==> src/rtl/muldiv_pkg.sv <==
// muldiv_pkg: shared ALU opcodes, function codes and FSM states for muldiv_sequencer.
// `MULDIV_SIGNED_EN widens the function code and adds the sign-fix state.
package muldiv_pkg;
    localparam logic [3:0] ALU_ADD = 4'b0010;
    localparam logic [3:0] ALU_SUB = 4'b0100;
`ifdef MULDIV_SIGNED_EN
    localparam int FUNCT_W = 3;
    typedef enum logic [2:0] {F_MUL, F_MULHU, F_DIVU, F_REMU, F_MULH, F_MULHSU, F_DIV, F_REM} muldiv_funct_e;
    typedef enum logic [2:0] {IDLE, STEP, FINISH, FIX, DONE} muldiv_state_e;
`else
    localparam int FUNCT_W = 2;
    typedef enum logic [1:0] {F_MUL, F_MULHU, F_DIVU, F_REMU} muldiv_funct_e;
    typedef enum logic [1:0] {IDLE, STEP, FINISH, DONE} muldiv_state_e;
`endif
endpackage

==> src/rtl/muldiv_sequencer_if.sv <==
// muldiv_sequencer_if: pipeline request/response and shared-ALU hookup of muldiv_sequencer.
// master = pipeline + ALU side, slave = the sequencer.
interface muldiv_sequencer_if #(parameter int DATA_WIDTH = 32, parameter int OPCODE_LENGTH = 4);
    import muldiv_pkg::*;
    logic start;
    muldiv_funct_e funct;
    logic [DATA_WIDTH-1:0] op_a;
    logic [DATA_WIDTH-1:0] op_b;
    logic busy;
    logic done;
    logic [DATA_WIDTH-1:0] result;
    logic [DATA_WIDTH-1:0] alu_src_a;
    logic [DATA_WIDTH-1:0] alu_src_b;
    logic [OPCODE_LENGTH-1:0] alu_operation;
    logic [DATA_WIDTH-1:0] alu_result;
    modport master (output start, funct, op_a, op_b, alu_result,
                    input busy, done, result, alu_src_a, alu_src_b, alu_operation);
    modport slave (input start, funct, op_a, op_b, alu_result,
                   output busy, done, result, alu_src_a, alu_src_b, alu_operation);
endinterface

==> src/rtl/muldiv_sequencer.sv <==
// muldiv_sequencer: iterative RV32M multiply/divide that borrows the execute-stage ALU, one bit per clock.
// `MULDIV_SIGNED_EN adds MULH/MULHSU/DIV/REM with a trailing sign-fix cycle.
module muldiv_sequencer import muldiv_pkg::*; #(
    parameter int DATA_WIDTH = 32,
    parameter int OPCODE_LENGTH = 4
) (
    input logic clk,
    input logic rst_n,
    muldiv_sequencer_if.slave bus
);
    localparam int CW = $clog2(DATA_WIDTH);
    muldiv_state_e state, state_n;
    logic [FUNCT_W-1:0] fq, f_in;
    logic [DATA_WIDTH-1:0] hi, lo, dvs, res, r_sh, fin, a_abs, b_abs;
    logic [DATA_WIDTH:0] add_hi;
    logic [CW-1:0] cnt;
    logic div0, is_div, ge, b_zero, start_div, hi_sel;

    assign f_in = bus.funct;
    assign is_div = fq[1];
    assign b_zero = bus.op_b == '0;
    assign start_div = f_in[1] & b_zero;
    // {Hi,Lo} shifted left by one; ge also accounts for the bit shifted out of R
    assign r_sh = {hi[DATA_WIDTH-2:0], lo[DATA_WIDTH-1]};
    assign ge = hi[DATA_WIDTH-1] | (r_sh >= dvs);
    assign add_hi = lo[0] ? {bus.alu_result < hi, bus.alu_result} : {1'b0, hi};
    assign fin = div0 ? (fq[0] ? lo : '1) : (hi_sel ? hi : lo);

`ifdef MULDIV_SIGNED_EN
    logic neg, neg_d, a_neg, b_neg, mulh;
    assign a_neg = f_in[2] & bus.op_a[DATA_WIDTH-1];
    assign b_neg = f_in[2] & (f_in[1:0] != 2'b01) & bus.op_b[DATA_WIDTH-1];
    assign a_abs = a_neg ? -bus.op_a : bus.op_a;
    assign b_abs = b_neg ? -bus.op_b : bus.op_b;
    // remainder follows the dividend sign; a zero divisor leaves the all-ones quotient alone
    assign neg_d = f_in[2] & (a_neg ^ (b_neg & (f_in[1:0] != 2'b11))) & ~((f_in[1:0] == 2'b10) & b_zero);
    assign mulh = fq[2] & ~fq[1];
    assign hi_sel = fq[0] | mulh;
`else
    assign a_abs = bus.op_a;
    assign b_abs = bus.op_b;
    assign hi_sel = fq[0];
`endif

    assign bus.busy = state != IDLE;
    assign bus.done = state == DONE;
    assign bus.result = res;

    always_comb begin
        bus.alu_src_a = '0;
        bus.alu_src_b = '0;
        bus.alu_operation = OPCODE_LENGTH'(ALU_ADD);
        if (state == STEP) begin
            bus.alu_src_a = is_div ? r_sh : hi;
            bus.alu_src_b = dvs;
            bus.alu_operation = OPCODE_LENGTH'(is_div ? ALU_SUB : ALU_ADD);
        end
`ifdef MULDIV_SIGNED_EN
        // 64-bit negate of the high word: ~Hi + (Lo == 0), i.e. (Lo ? -1 : 0) - Hi
        else if (state == FIX) begin
            bus.alu_src_a = (mulh && lo != '0) ? '1 : '0;
            bus.alu_src_b = mulh ? hi : res;
            bus.alu_operation = OPCODE_LENGTH'(ALU_SUB);
        end
`endif
    end

    always_comb begin
        state_n = state;
        case (state)
            IDLE: state_n = bus.start ? (start_div ? FINISH : STEP) : IDLE;
            STEP: state_n = cnt == '0 ? FINISH : STEP;
`ifdef MULDIV_SIGNED_EN
            FINISH: state_n = FIX;
            FIX: state_n = DONE;
`else
            FINISH: state_n = DONE;
`endif
            default: state_n = IDLE;
        endcase
    end

    always_ff @(posedge clk or negedge rst_n)
        if (!rst_n) state <= IDLE;
        else state <= state_n;

    always_ff @(posedge clk or negedge rst_n) begin
        if (!rst_n) begin
            fq <= '0;
            hi <= '0;
            lo <= '0;
            dvs <= '0;
            res <= '0;
            cnt <= '0;
            div0 <= 1'b0;
`ifdef MULDIV_SIGNED_EN
            neg <= 1'b0;
`endif
        end else begin
            case (state)
                IDLE: if (bus.start) begin
                    fq <= f_in;
                    hi <= '0;
                    lo <= a_abs;
                    dvs <= b_abs;
                    cnt <= CW'(DATA_WIDTH - 1);
                    div0 <= start_div;
`ifdef MULDIV_SIGNED_EN
                    neg <= neg_d;
`endif
                end
                STEP: begin
                    cnt <= cnt - 1'b1;
                    if (is_div) begin
                        hi <= ge ? bus.alu_result : r_sh;
                        lo <= {lo[DATA_WIDTH-2:0], ge};
                    end else {hi, lo} <= {add_hi, lo[DATA_WIDTH-1:1]};
                end
                FINISH: res <= fin;
`ifdef MULDIV_SIGNED_EN
                FIX: if (neg) res <= bus.alu_result;
`endif
                default: ;
            endcase
        end
    end
endmodule

==> src/flat_wrapper.sv <==
// flat-port wrapper written by rule: the top's interface ports become plain ports
module muldiv_sequencer_flat import muldiv_pkg::*;
#(
    parameter int DATA_WIDTH = 32,
    parameter int OPCODE_LENGTH = 4
)
  (clk, rst_n, bus_start, bus_funct, bus_op_a, bus_op_b, bus_alu_result, bus_busy, bus_done, bus_result, bus_alu_src_a, bus_alu_src_b, bus_alu_operation);
  muldiv_sequencer_if #(.DATA_WIDTH(DATA_WIDTH), .OPCODE_LENGTH(OPCODE_LENGTH)) bus_i ();
  input logic clk;
  input logic rst_n;
  input wire logic [$bits(bus_i.start)-1:0] bus_start;
  input wire logic [$bits(bus_i.funct)-1:0] bus_funct;
  input wire logic [$bits(bus_i.op_a)-1:0] bus_op_a;
  input wire logic [$bits(bus_i.op_b)-1:0] bus_op_b;
  input wire logic [$bits(bus_i.alu_result)-1:0] bus_alu_result;
  output wire logic [$bits(bus_i.busy)-1:0] bus_busy;
  output wire logic [$bits(bus_i.done)-1:0] bus_done;
  output wire logic [$bits(bus_i.result)-1:0] bus_result;
  output wire logic [$bits(bus_i.alu_src_a)-1:0] bus_alu_src_a;
  output wire logic [$bits(bus_i.alu_src_b)-1:0] bus_alu_src_b;
  output wire logic [$bits(bus_i.alu_operation)-1:0] bus_alu_operation;
  assign bus_i.start = bus_start;
  assign bus_i.funct = bus_funct;
  assign bus_i.op_a = bus_op_a;
  assign bus_i.op_b = bus_op_b;
  assign bus_i.alu_result = bus_alu_result;
  assign bus_busy = bus_i.busy;
  assign bus_done = bus_i.done;
  assign bus_result = bus_i.result;
  assign bus_alu_src_a = bus_i.alu_src_a;
  assign bus_alu_src_b = bus_i.alu_src_b;
  assign bus_alu_operation = bus_i.alu_operation;
  muldiv_sequencer #(.DATA_WIDTH(DATA_WIDTH), .OPCODE_LENGTH(OPCODE_LENGTH)) u_core (.clk(clk), .rst_n(rst_n), .bus(bus_i));
endmodule
==> config.mk <==
export PLATFORM = sky130hd
export DESIGN_NAME = muldiv_sequencer_flat
export DESIGN_NICKNAME = d
export VERILOG_FILES = /design/src/rtl/muldiv_pkg.sv /design/src/rtl/muldiv_sequencer_if.sv /design/src/rtl/muldiv_sequencer.sv /design/src/flat_wrapper.sv
export SDC_FILE = /design/constraint.sdc
export NUM_CORES = 1
export LEC_CHECK = 0
export ABC_AREA = 1
export BUFFER_PORTS_ARGS = -buffer_cell sky130_fd_sc_hd__buf_2
export CORE_UTILIZATION = 41
export DETAILED_ROUTE_END_ITERATION = 8
export GPL_TIMING_DRIVEN = 0
export PLACE_DENSITY_LB_ADDON = 0.08
export SLEW_MARGIN = 20
export SYNTH_ARGS = -nofsm -noshare
export SYNTH_HDL_FRONTEND = slang
export SYNTH_SLANG_ARGS = --single-unit
==> constraint.sdc <==
create_clock -name clk -period 3.7 [get_ports clk]
set_clock_uncertainty 0.05 [all_clocks]
set_input_delay 0.74 -clock clk [delete_from_list [all_inputs] [get_ports clk]]
set_output_delay 0.74 -clock clk [all_outputs]
set_load 0.02 [all_outputs]
==> impl_metrics.json, run 1 <==
{
  "setup_violations": 0,
  "overflow": 0,
  "fin_crit_ns": 3.26,
  "rsz0062_at_grt": "false",
  "ys_warn_count": 0,
  "cts_sinks": 138,
  "worstHoldPathType": "in -> async",
  "leakage_uw": 0.00587,
  "route.antenna.remaining_nets": 0,
  "cp.required_ns": 2.91,
  "power_density_nw_per_um2": 1040,
  "cap_violations": 0,
  "reg2reg_from": "u_core.hi[20]",
  "routed-via-count": 9645,
  "avgSynthCellArea_um2": 7.30,
  "wl_per_cell_um": 17.8,
  "cp_max_fo": 10,
  "rows": 54,
  "criticalPathCategory": "reg -> out",
  "first_global_vias": 9029,
  "postLayoutCellArea_um2": 11200,
  "core-area_um2": 21900,
  "netlist.area_leader.share_pct": 37.6,
  "drive_gt1_share_pct": 17.8,
  "max_clock_freq_mhz": 306,
  "min_period_over_period_pct": 88.2,
  "grt_max_degree": 85,
  "setup.worst_path.end_class": "output port",
  "hold_viol": 0,
  "drt_iter0_drc": 790,
  "cts_buffers": 17,
  "via_per_inst": 5.45,
  "worst_slew_pin_slew_ns": 0.618,
  "io_pins": 203,
  "clock_latency_ns": 0.44,
  "synth_cell_types": 32,
  "drc": 0,
  "critPathLaunchType": "flop",
  "synthCells": 1257,
  "post_cts_buffers": 0,
  "die_area_um2": 23000,
  "startpoint": "u_core.fq[1]",
  "track_usage_pct": 27.9,
  "slew-limit-headroom_pct": 58.8,
  "wl_um": 31500,
  "synth_top_area_cell": "dfrtp_1",
  "cts_max_level": 4,
  "die_w_um": 152,
  "clockBufferDepth": 2,
  "nets": 1644,
  "ys_seq_area_share_pct": 37.6,
  "grt_antenna_before_repair": 2,
  "synth_area_um2": 9170,
  "ys_top_cells_by_area": "dfrtp_1 (38%), nand2_1 (11%), o21ai_0 (9.3%)",
  "detailed_place_hpwl_um": 24500,
  "syn2layout_area_growth_pct": 21.8,
  "drt-pass1-iter-count": 5,
  "io_buffers": 200,
  "ys_ff_latch": 138,
  "root_buffer": "clkbuf_16",
  "status": "completed",
  "dpl_cell_area_um2": 10600,
  "start_util_pct": 41.9,
  "ctsHoldBuffers": 0,
  "clk_pin_slew_worst_paths_ns": 0.06,
  "die-height_um": 152,
  "slew_violations": 0,
  "grt_pass1_wl_um": 48400,
  "peakVddDrop_mv": 0.342,
  "cts_tree": "yes",
  "total_power_uw": 11600,
  "gp_congestion": 0.912,
  "cts-resized-gates": 0,
  "crit_arrival_ns": 2.47
}
[worst paths after layout]
| check | endpoint | slack [ns] | cells past startpoint |
|---|---|---|---|
| max in group asynchronous | u_core.bus.result[22] | 2.65 | 2 |
| hold reg to reg | u_core.bus.result[18] | 0.43 | 2 |
| setup reg to reg | u_core.hi[2] | 1.40 | 11 |
| min in group clk | u_core.bus.result[18] | 0.43 | 2 |
| hold / removal | u_core.dvs[5] | 0.17 | 1 |
| setup / recovery | bus_alu_src_a[29] | 0.44 | 5 |
[through the flow]
stage	worst slack (ns)	TNS [ns]	utilization, %	hold slack [ns]	cells
floorplan	1.35	0	-	0.394	1258
global placement	-0.303	-38.75	48.1	0.415	1738
detailed placement	0.968	0	48.3	0.413	1739
CTS	0.490	0	51.0	0.191	1770
global route	0.336	0	51.0	0.205	1770
finish	0.437	0	51.1	0.167	1771
[state kept, by name (all words and copies together) (netlist names)]
| signal | cells |
|---|---|
| u_core.lo | 32 |
| u_core.div0 | 1 |
| u_core.cnt | 5 |
| u_core.dvs | 32 |
| u_core.fq | 2 |
| u_core.bus.result | 32 |
| u_core.state | 2 |
| u_core.hi | 32 |
[critical path: stages (launching register included)]
cell and delay (ns):
dfrtp_1 0.39, clkbuf_1 0.50, clkbuf_1 0.48, o21ai_0 0.15
a21oi_1 0.29, buf_2 0.23
[per-layer routing]
metal  wire length, µm  share of wire [%]  GRT usage [%]
met1             14500                 46           38.1
met2             14300                 45           44.9
met3              2130                6.8           4.85
met4               615                2.0           8.47
met5                27              0.086              0
[power by group]
group          internal (µW)  leakage (µW)  switching [µW]
logic                   2320       0.00388            4560
clock network           1080      0.000297             717
registers               2200       0.00170             718
total                   5600       0.00587            6000
[layout make-up]
class	count	area (µm²)
Fill cell	2230	10700
Multi-Input combinational cell	894	4810
Sequential cell	138	3450
Timing Repair Buffer	201	1040
Inverter	142	533
Clock buffer	18	439
Buffer	84	377
Tap cell	280	350
Clock inverter	13	169
Antenna cell	1	2.50
[Yosys cell counts]
master,number
o21a_1,3
nand3_1,69
buf_1,7
inv_2,4
nand4_1,7
o211ai_1,3
nand2_1,281
nand2_2,2
a22oi_1,33
a21oi_4,1
buf_6,3
or2_0,1
nor4b_1,1
clkbuf_1,55
nor2_2,2
o221ai_1,32
conb_1,1
nor3_1,3
o21ai_0,171
inv_1,138
nand2_4,2
nor4_1,5
o21ai_1,29
ha_1,65
a21o_1,2
nor2_1,58
a21oi_1,120
nand3b_1,1
buf_2,13
xor2_1,1
buf_4,6
dfrtp_1,138
[cell usage in the layout (no fill, tap or decap), types with 3 or more instances in the layout]
cell,instances
a21oi_1,120
a22oi_1,33
buf_1,7
buf_2,212
buf_4,6
buf_6,3
bufinv_16,3
clkbuf_1,55
clkbuf_16,17
clkinv_4,4
dfrtp_1,138
ha_1,65
inv_1,138
inv_2,4
inv_6,3
nand2_1,281
nand3_1,69
nand4_1,7
nor2_1,58
nor3_1,3
nor4_1,5
o211ai_1,3
o21a_1,3
o21ai_0,171
o21ai_1,29
o221ai_1,32
[logic make-up after synthesis]
kind of cell,count (synthesis),share of synthesized area (%)
and+or+nand+nor,432,19.4
AOI/OAI and AO/OA,394,24.0
buffers and inverters,226,9.92
DFF,138,37.6
adders and majority gates,65,8.87
xor gates and xnor gates,1,0.0955
other,1,0.0409
Power figures use the tool's default switching activity.
==> inputs of run 2 (changes only) <==
--- a/config.mk
+++ b/config.mk
@@ -5,11 +5,13 @@
 export SDC_FILE = /design/constraint.sdc
 export NUM_CORES = 1
 export LEC_CHECK = 0
-export ABC_AREA = 1
 export BUFFER_PORTS_ARGS = -buffer_cell sky130_fd_sc_hd__buf_2
+export CELL_PAD_IN_SITES_DETAIL_PLACEMENT = 1
+export CELL_PAD_IN_SITES_GLOBAL_PLACEMENT = 1
 export CORE_UTILIZATION = 41
 export DETAILED_ROUTE_END_ITERATION = 8
 export GPL_TIMING_DRIVEN = 0
+export MAX_ROUTING_LAYER = met4
 export PLACE_DENSITY_LB_ADDON = 0.08
 export SLEW_MARGIN = 20
 export SYNTH_ARGS = -nofsm -noshare
==> run 2 against run 1 <==
Global-route usage increased by 3.3 points. Via count increased by 0.78%. Cell count shrank 4.9%. Sequential share of layout area is 0.78 points lower. Core utilization down 0.57 points. Count of clock-buffer cells in the layout up 2. Combinational power is 3% lower. Routed wire length rose by 11%. Register-to-register slack got worse by 0.52 ns. Setup slack got worse by 0.22 ns. Clock power down 4%.
==> impl_metrics.json, run 2 <==
{
  "status": "completed",
  "rsz0062_at_grt": "false",
  "gp_congestion": 0.913,
  "synth.top_cells.by_count": "nand2_1 (212), dfrtp_1 (138), o21ai_0 (116)",
  "grt_antenna_before_repair": 0,
  "crit_arrival_ns": 2.69,
  "async_flop_share_pct": 100,
  "setup_violations": 0,
  "synth_area_um2": 9500,
  "die_area_um2": 23800,
  "yosysMostFrequentCell": "nand2_1",
  "synth_edf_count": 0,
  "synth_ff_type": "dfrtp_1",
  "die-height_um": 154,
  "synth_top_area_cell": "dfrtp_1",
  "ctsHoldBuffers": 0,
  "cts_sinks": 138,
  "worst_slew_pin_slew_ns": 0.818,
  "peakVddDrop_mv": 0.479,
  "post_cts_buffers": 0,
  "netlist.area_leader.share_pct": 36.4,
  "min_period_over_period_pct": 94.0,
  "clk_pin_slew_worst_paths_ns": 0.06,
  "critPathLaunchType": "flop",
  "detailed_place_hpwl_um": 26600,
  "root_buffer": "clkbuf_16",
  "setup.worst_path.end_class": "output port",
  "clockBufferDepth": 2,
  "core-area_um2": 22700,
  "nets": 1555,
  "ys_warn_count": 0,
  "max_clock_freq_mhz": 287,
  "r2r_end": "u_core.hi[21]",
  "r2r_slack_ns": 0.88,
  "io_buffers": 200,
  "cp_max_fo": 10,
  "synthCells": 1169,
  "routed-via-count": 9720,
  "avgSynthCellArea_um2": 8.13,
  "cts_tree": "yes",
  "dp.cells": 1656,
  "reg2regPathDepth": 10,
  "overflow": 0,
  "hold_viol": 0,
  "drt-pass1-iter-count": 6,
  "track_usage_pct": 31.2,
  "finalSetupTns_ns": 0,
  "slew_violations": 0,
  "layout_commonest_cell": "nand2_1",
  "power_density_nw_per_um2": 988,
  "cap_violations": 0,
  "first_global_vias": 9978,
  "syn2layout_area_growth_pct": 20.7,
  "wl_um": 35000,
  "drt_iter0_drc": 529,
  "io_pins": 203,
  "cts_max_level": 4,
  "mostFrequentLayoutCells": "nand2_1 (212), buf_2 (202), dfrtp_1 (138), o21ai_0 (116), a21oi_1 (80)",
  "dpl_cell_area_um2": 10900,
  "grt_max_degree": 71,
  "wl_per_cell_um": 20.8,
  "drc": 0,
  "slew-limit-headroom_pct": 45.5,
  "rows": 55,
  "synth_cell_types": 50,
  "postLayoutCellArea_um2": 11500,
  "ys_ff_latch": 138,
  "diodes": 0,
  "leakage_uw": 0.00552,
  "grt_pass1_wl_um": 55700,
  "start_util_pct": 41.8,
  "worstHoldPathType": "in -> async",
  "drive_gt1_share_pct": 17.5,
  "via_per_inst": 5.77,
  "clock_latency_ns": 0.44,
  "ys_seq_area_share_pct": 36.4,
  "die_w_um": 154,
  "ys_top_cells_by_area": "dfrtp_1 (36%), ha_1 (8.6%), nand2_1 (8.4%)",
  "cts_buffers": 17,
  "route.antenna.remaining_nets": 0,
  "fin_crit_ns": 3.48,
  "fin_cells": 1685,
  "reg2reg_from": "u_core.hi[29]",
  "cp.required_ns": 2.91,
  "criticalPathCategory": "reg -> out"
}
## run 2: cell count changes in the layout (fill, tap and decap cells not counted), moves of 40 or more
cell,before,now
a21oi_1,120,80
inv_1,138,70
mux2i_1,0,67
nand2_1,281,212
nand3_1,69,3
o211ai_1,3,58
o21ai_0,171,116
## run 2: critical path, cell delays in order, from the launching register on
cell,delay [ns]
dfrtp_1,0.33
clkbuf_1,0.39
clkbuf_1,0.44
clkbuf_1,0.53
mux2i_1,0.16
nor2_1,0.20
buf_2,0.21
## run 2: where the power goes
part	total, µW	leakage [µW]	internal, µW	switching, µW
Sequential	2910	0.00172	2130	782
Clock	1720	0.000276	1010	711
Combinational	6700	0.00352	2550	4150
Total	11300	0.00552	5680	5640
## run 2: routing by layer
layer / GRT usage (%) / share of wire (%) / vias up / routed length [µm]
met5: - / 0 / - / 0
met4: 10.8 / 2.8 / 0 / 974
met3: 3.25 / 4.4 / 51 / 1560
met2: 49.2 / 47 / 265 / 16400
met1: 41.7 / 46 / 4832 / 16100
li1: - / - / 4572 / -
## run 2: cell families (layout without fill, tap and decap cells)
group | Yosys count | count (layout) | synth area share (%)
AO/OA/AOI/OAI | 379 | 379 | 24.4
adder cells (fa/ha/maj) | 65 | 65 | 8.56
buffers and inverters | 159 | 389 | 6.99
flip-flops | 138 | 138 | 36.4
multiplexers | 67 | 67 | 7.06
other | 1 | 2 | 0.0395
AND/OR/NAND/NOR | 360 | 360 | 16.6
## run 2: area by class of cell
cell class | instances | area, µm²
clock inverter | 10 | 121
fill | 2868 | 11200
tap | 285 | 357
clock buffer | 20 | 447
buffer | 88 | 400
timing repair buffer | 201 | 1040
sequential | 138 | 3450
multi-input combinational | 873 | 5390
inverter | 70 | 263
## run 2: what timing repair did
item                       in CTS  in global routing
gates cloned                    0                  0
pin swaps                       0                  0
setup endpoints to repair      10                  1
gates resized for setup         2                  0
## run 2: stage by stage
stage	util [%]	total power, µW	setup WS, ns	hold slack [ns]
2_1_floorplan	-	7360	1.38	0.394
5_1_grt	50.5	12200	0.149	0.266
3_3_place_gp	47.8	9310	-0.367	0.410
3_5_place_dp	48.0	9540	0.392	0.419
4_1_cts	50.5	11300	0.132	0.245
6_report	50.5	11300	0.221	0.214
## run 2: worst max-delay path by stage
stage	slack, ns	endpoint	startpoint	cells past startpoint
floorplan	1.38	bus_alu_src_a[22]	u_core.state[1]	5
CTS	0.13	bus_alu_src_b[13]	u_core.state[1]	6
global placement	-0.37	u_core.bus.result[5]	rst_n	1
global route	0.15	bus_alu_src_a[31]	u_core.fq[1]	6
finish	0.22	bus_alu_src_a[31]	u_core.fq[1]	6
detailed placement	0.39	bus_alu_src_b[13]	u_core.state[1]	6
==> inputs of run 3 (changes only) <==
--- a/config.mk
+++ b/config.mk
@@ -9,6 +9,7 @@
 export CELL_PAD_IN_SITES_DETAIL_PLACEMENT = 1
 export CELL_PAD_IN_SITES_GLOBAL_PLACEMENT = 1
 export CORE_UTILIZATION = 41
+export CTS_BUF_LIST = sky130_fd_sc_hd__clkbuf_8
 export DETAILED_ROUTE_END_ITERATION = 8
 export GPL_TIMING_DRIVEN = 0
 export MAX_ROUTING_LAYER = met4
==> run 3 against run 2 <==
Global-route usage shrank 0.69 points. Flip-flop and latch count is the same. Sequential share of layout area grew 0.51 points. Combinational power is essentially flat. Count of clock-buffer cells in the layout shrank 2. Cell count is the same. Non-clock buffer count is the same. Register-to-register slack gained 0.04 ns. Design area shrank 1.7%. Core utilization shrank 0.84 points.
==> impl_metrics.json, run 3 (synthesized netlist as in run 2, its figures left out) <==
{
  "num-fill-cells": 2888,
  "power_density_nw_per_um2": 960,
  "overflow": 0,
  "crit_arrival_ns": 2.75,
  "slew_violations": 0,
  "wl_per_cell_um": 20.4,
  "wl_um": 34400,
  "post_cts_buffers": 0,
  "critPathLaunchType": "flop",
  "first_global_vias": 9803,
  "track_usage_pct": 30.5,
  "clk_pin_slew_worst_paths_ns": 0.09,
  "nets": 1555,
  "die_area_um2": 23800,
  "min_period_over_period_pct": 95.6,
  "io_buffers": 200,
  "mostFrequentLayoutCells": "nand2_1 (212), buf_2 (202), dfrtp_1 (138), o21ai_0 (116), a21oi_1 (80)",
  "layout_commonest_cell": "nand2_1",
  "max_clock_freq_mhz": 283,
  "leakage_uw": 0.00544,
  "cts_tree": "yes",
  "via_per_inst": 5.73,
  "clockBufferDepth": 2,
  "cp_max_fo": 10,
  "cp.required_ns": 2.91,
  "route.antenna.remaining_nets": 0,
  "core-area_um2": 22700,
  "drive_gt1_share_pct": 17.5,
  "setup_violations": 0,
  "drt-pass1-iter-count": 7,
  "start_util_pct": 41.8,
  "gp_congestion": 0.913,
  "grt_max_degree": 71,
  "clock_latency_ns": 0.46,
  "detailed_place_hpwl_um": 26600,
  "total_power_uw": 10800,
  "grt_antenna_before_repair": 0,
  "die-height_um": 154,
  "worst_slew_pin_slew_ns": 0.839,
  "grt_pass1_wl_um": 54800,
  "cts-resized-gates": 1,
  "routed-via-count": 9654,
  "finalSetupTns_ns": 0,
  "ctsHoldBuffers": 0,
  "dp.cells": 1656,
  "hold_viol": 0,
  "worstHoldPathType": "in -> async",
  "io_pins": 203,
  "die_w_um": 154,
  "cts_buffers": 17,
  "diodes": 0,
  "cts_sinks": 138,
  "rsz0062_at_grt": "false",
  "fin_crit_ns": 3.54,
  "rows": 55,
  "cap_violations": 0,
  "criticalPathCategory": "reg -> out",
  "status": "completed",
  "fin_cells": 1685,
  "peakVddDrop_mv": 0.425,
  "setup.worst_path.end_class": "output port",
  "drt_iter0_drc": 488,
  "root_buffer": "clkbuf_8",
  "drc": 0,
  "cts_max_level": 4,
  "syn2layout_area_growth_pct": 18.7,
  "slew-limit-headroom_pct": 44.1
}
run 3: worst paths after layout:
path                       slack (ns)  cells past startpoint                    end                   from
setup / recovery                 0.16                      6      bus_alu_src_a[31]           u_core.fq[1]
max in group asynchronous        2.59                      2          u_core.hi[31]                  rst_n
min in group clk                 0.43                      2  u_core.bus.result[19]  u_core.bus.result[19]
hold reg to reg                  0.43                      2  u_core.bus.result[19]  u_core.bus.result[19]
setup reg to reg                 0.92                     10          u_core.hi[30]          u_core.hi[30]
hold / removal                   0.19                      1         u_core.dvs[16]                  rst_n
run 3: metrics by stage:
stage | cell area (µm²) | util, % | setup slack [ns] | hold slack (ns)
2_1_floorplan | 9500 | - | 1.38 | 0.394
3_3_place_gp | 10900 | 47.8 | -0.367 | 0.410
3_5_place_dp | 10900 | 48.0 | 0.392 | 0.419
4_1_cts | 11300 | 49.6 | 0.112 | 0.206
5_1_grt | 11300 | 49.6 | 0.102 | 0.216
6_report | 11300 | 49.6 | 0.161 | 0.185
run 3: routing by layer:
metal | share of wire, % | vias up | GRT usage (%)
met5 | 0 | - | -
met4 | 2.3 | 0 | 8.86
met3 | 4.3 | 40 | 4.06
met2 | 47 | 248 | 48.3
met1 | 47 | 4792 | 40.8
li1 | - | 4574 | -
run 3: critical path, stage by stage, from the launching register on:
cell and delay (ns):
dfrtp_1 0.33, clkbuf_1 0.40, clkbuf_1 0.45, clkbuf_1 0.54
mux2i_1 0.16, nor2_1 0.20, buf_2 0.21
run 3: final cells by class:
cell class              count  area [µm²]  area share (%)
repair buffers            201        1040            9.21
multi-input cells         873        5390            47.8
well taps                 285         357            3.16
clock buffers              18         248            2.20
plain buffers              88         399            3.54
inverters                  70         263            2.33
clock inverters            12         129            1.14
flip-flops and latches    138        3450            30.6
run 3: power by group:
group	internal [µW]	switching (µW)	leakage, µW	total (µW)
Combinational	2550	4130	0.00352	6680
Clock	608	644	0.000197	1250
Sequential	2120	772	0.00172	2890
Total	5280	5540	0.00544	10800
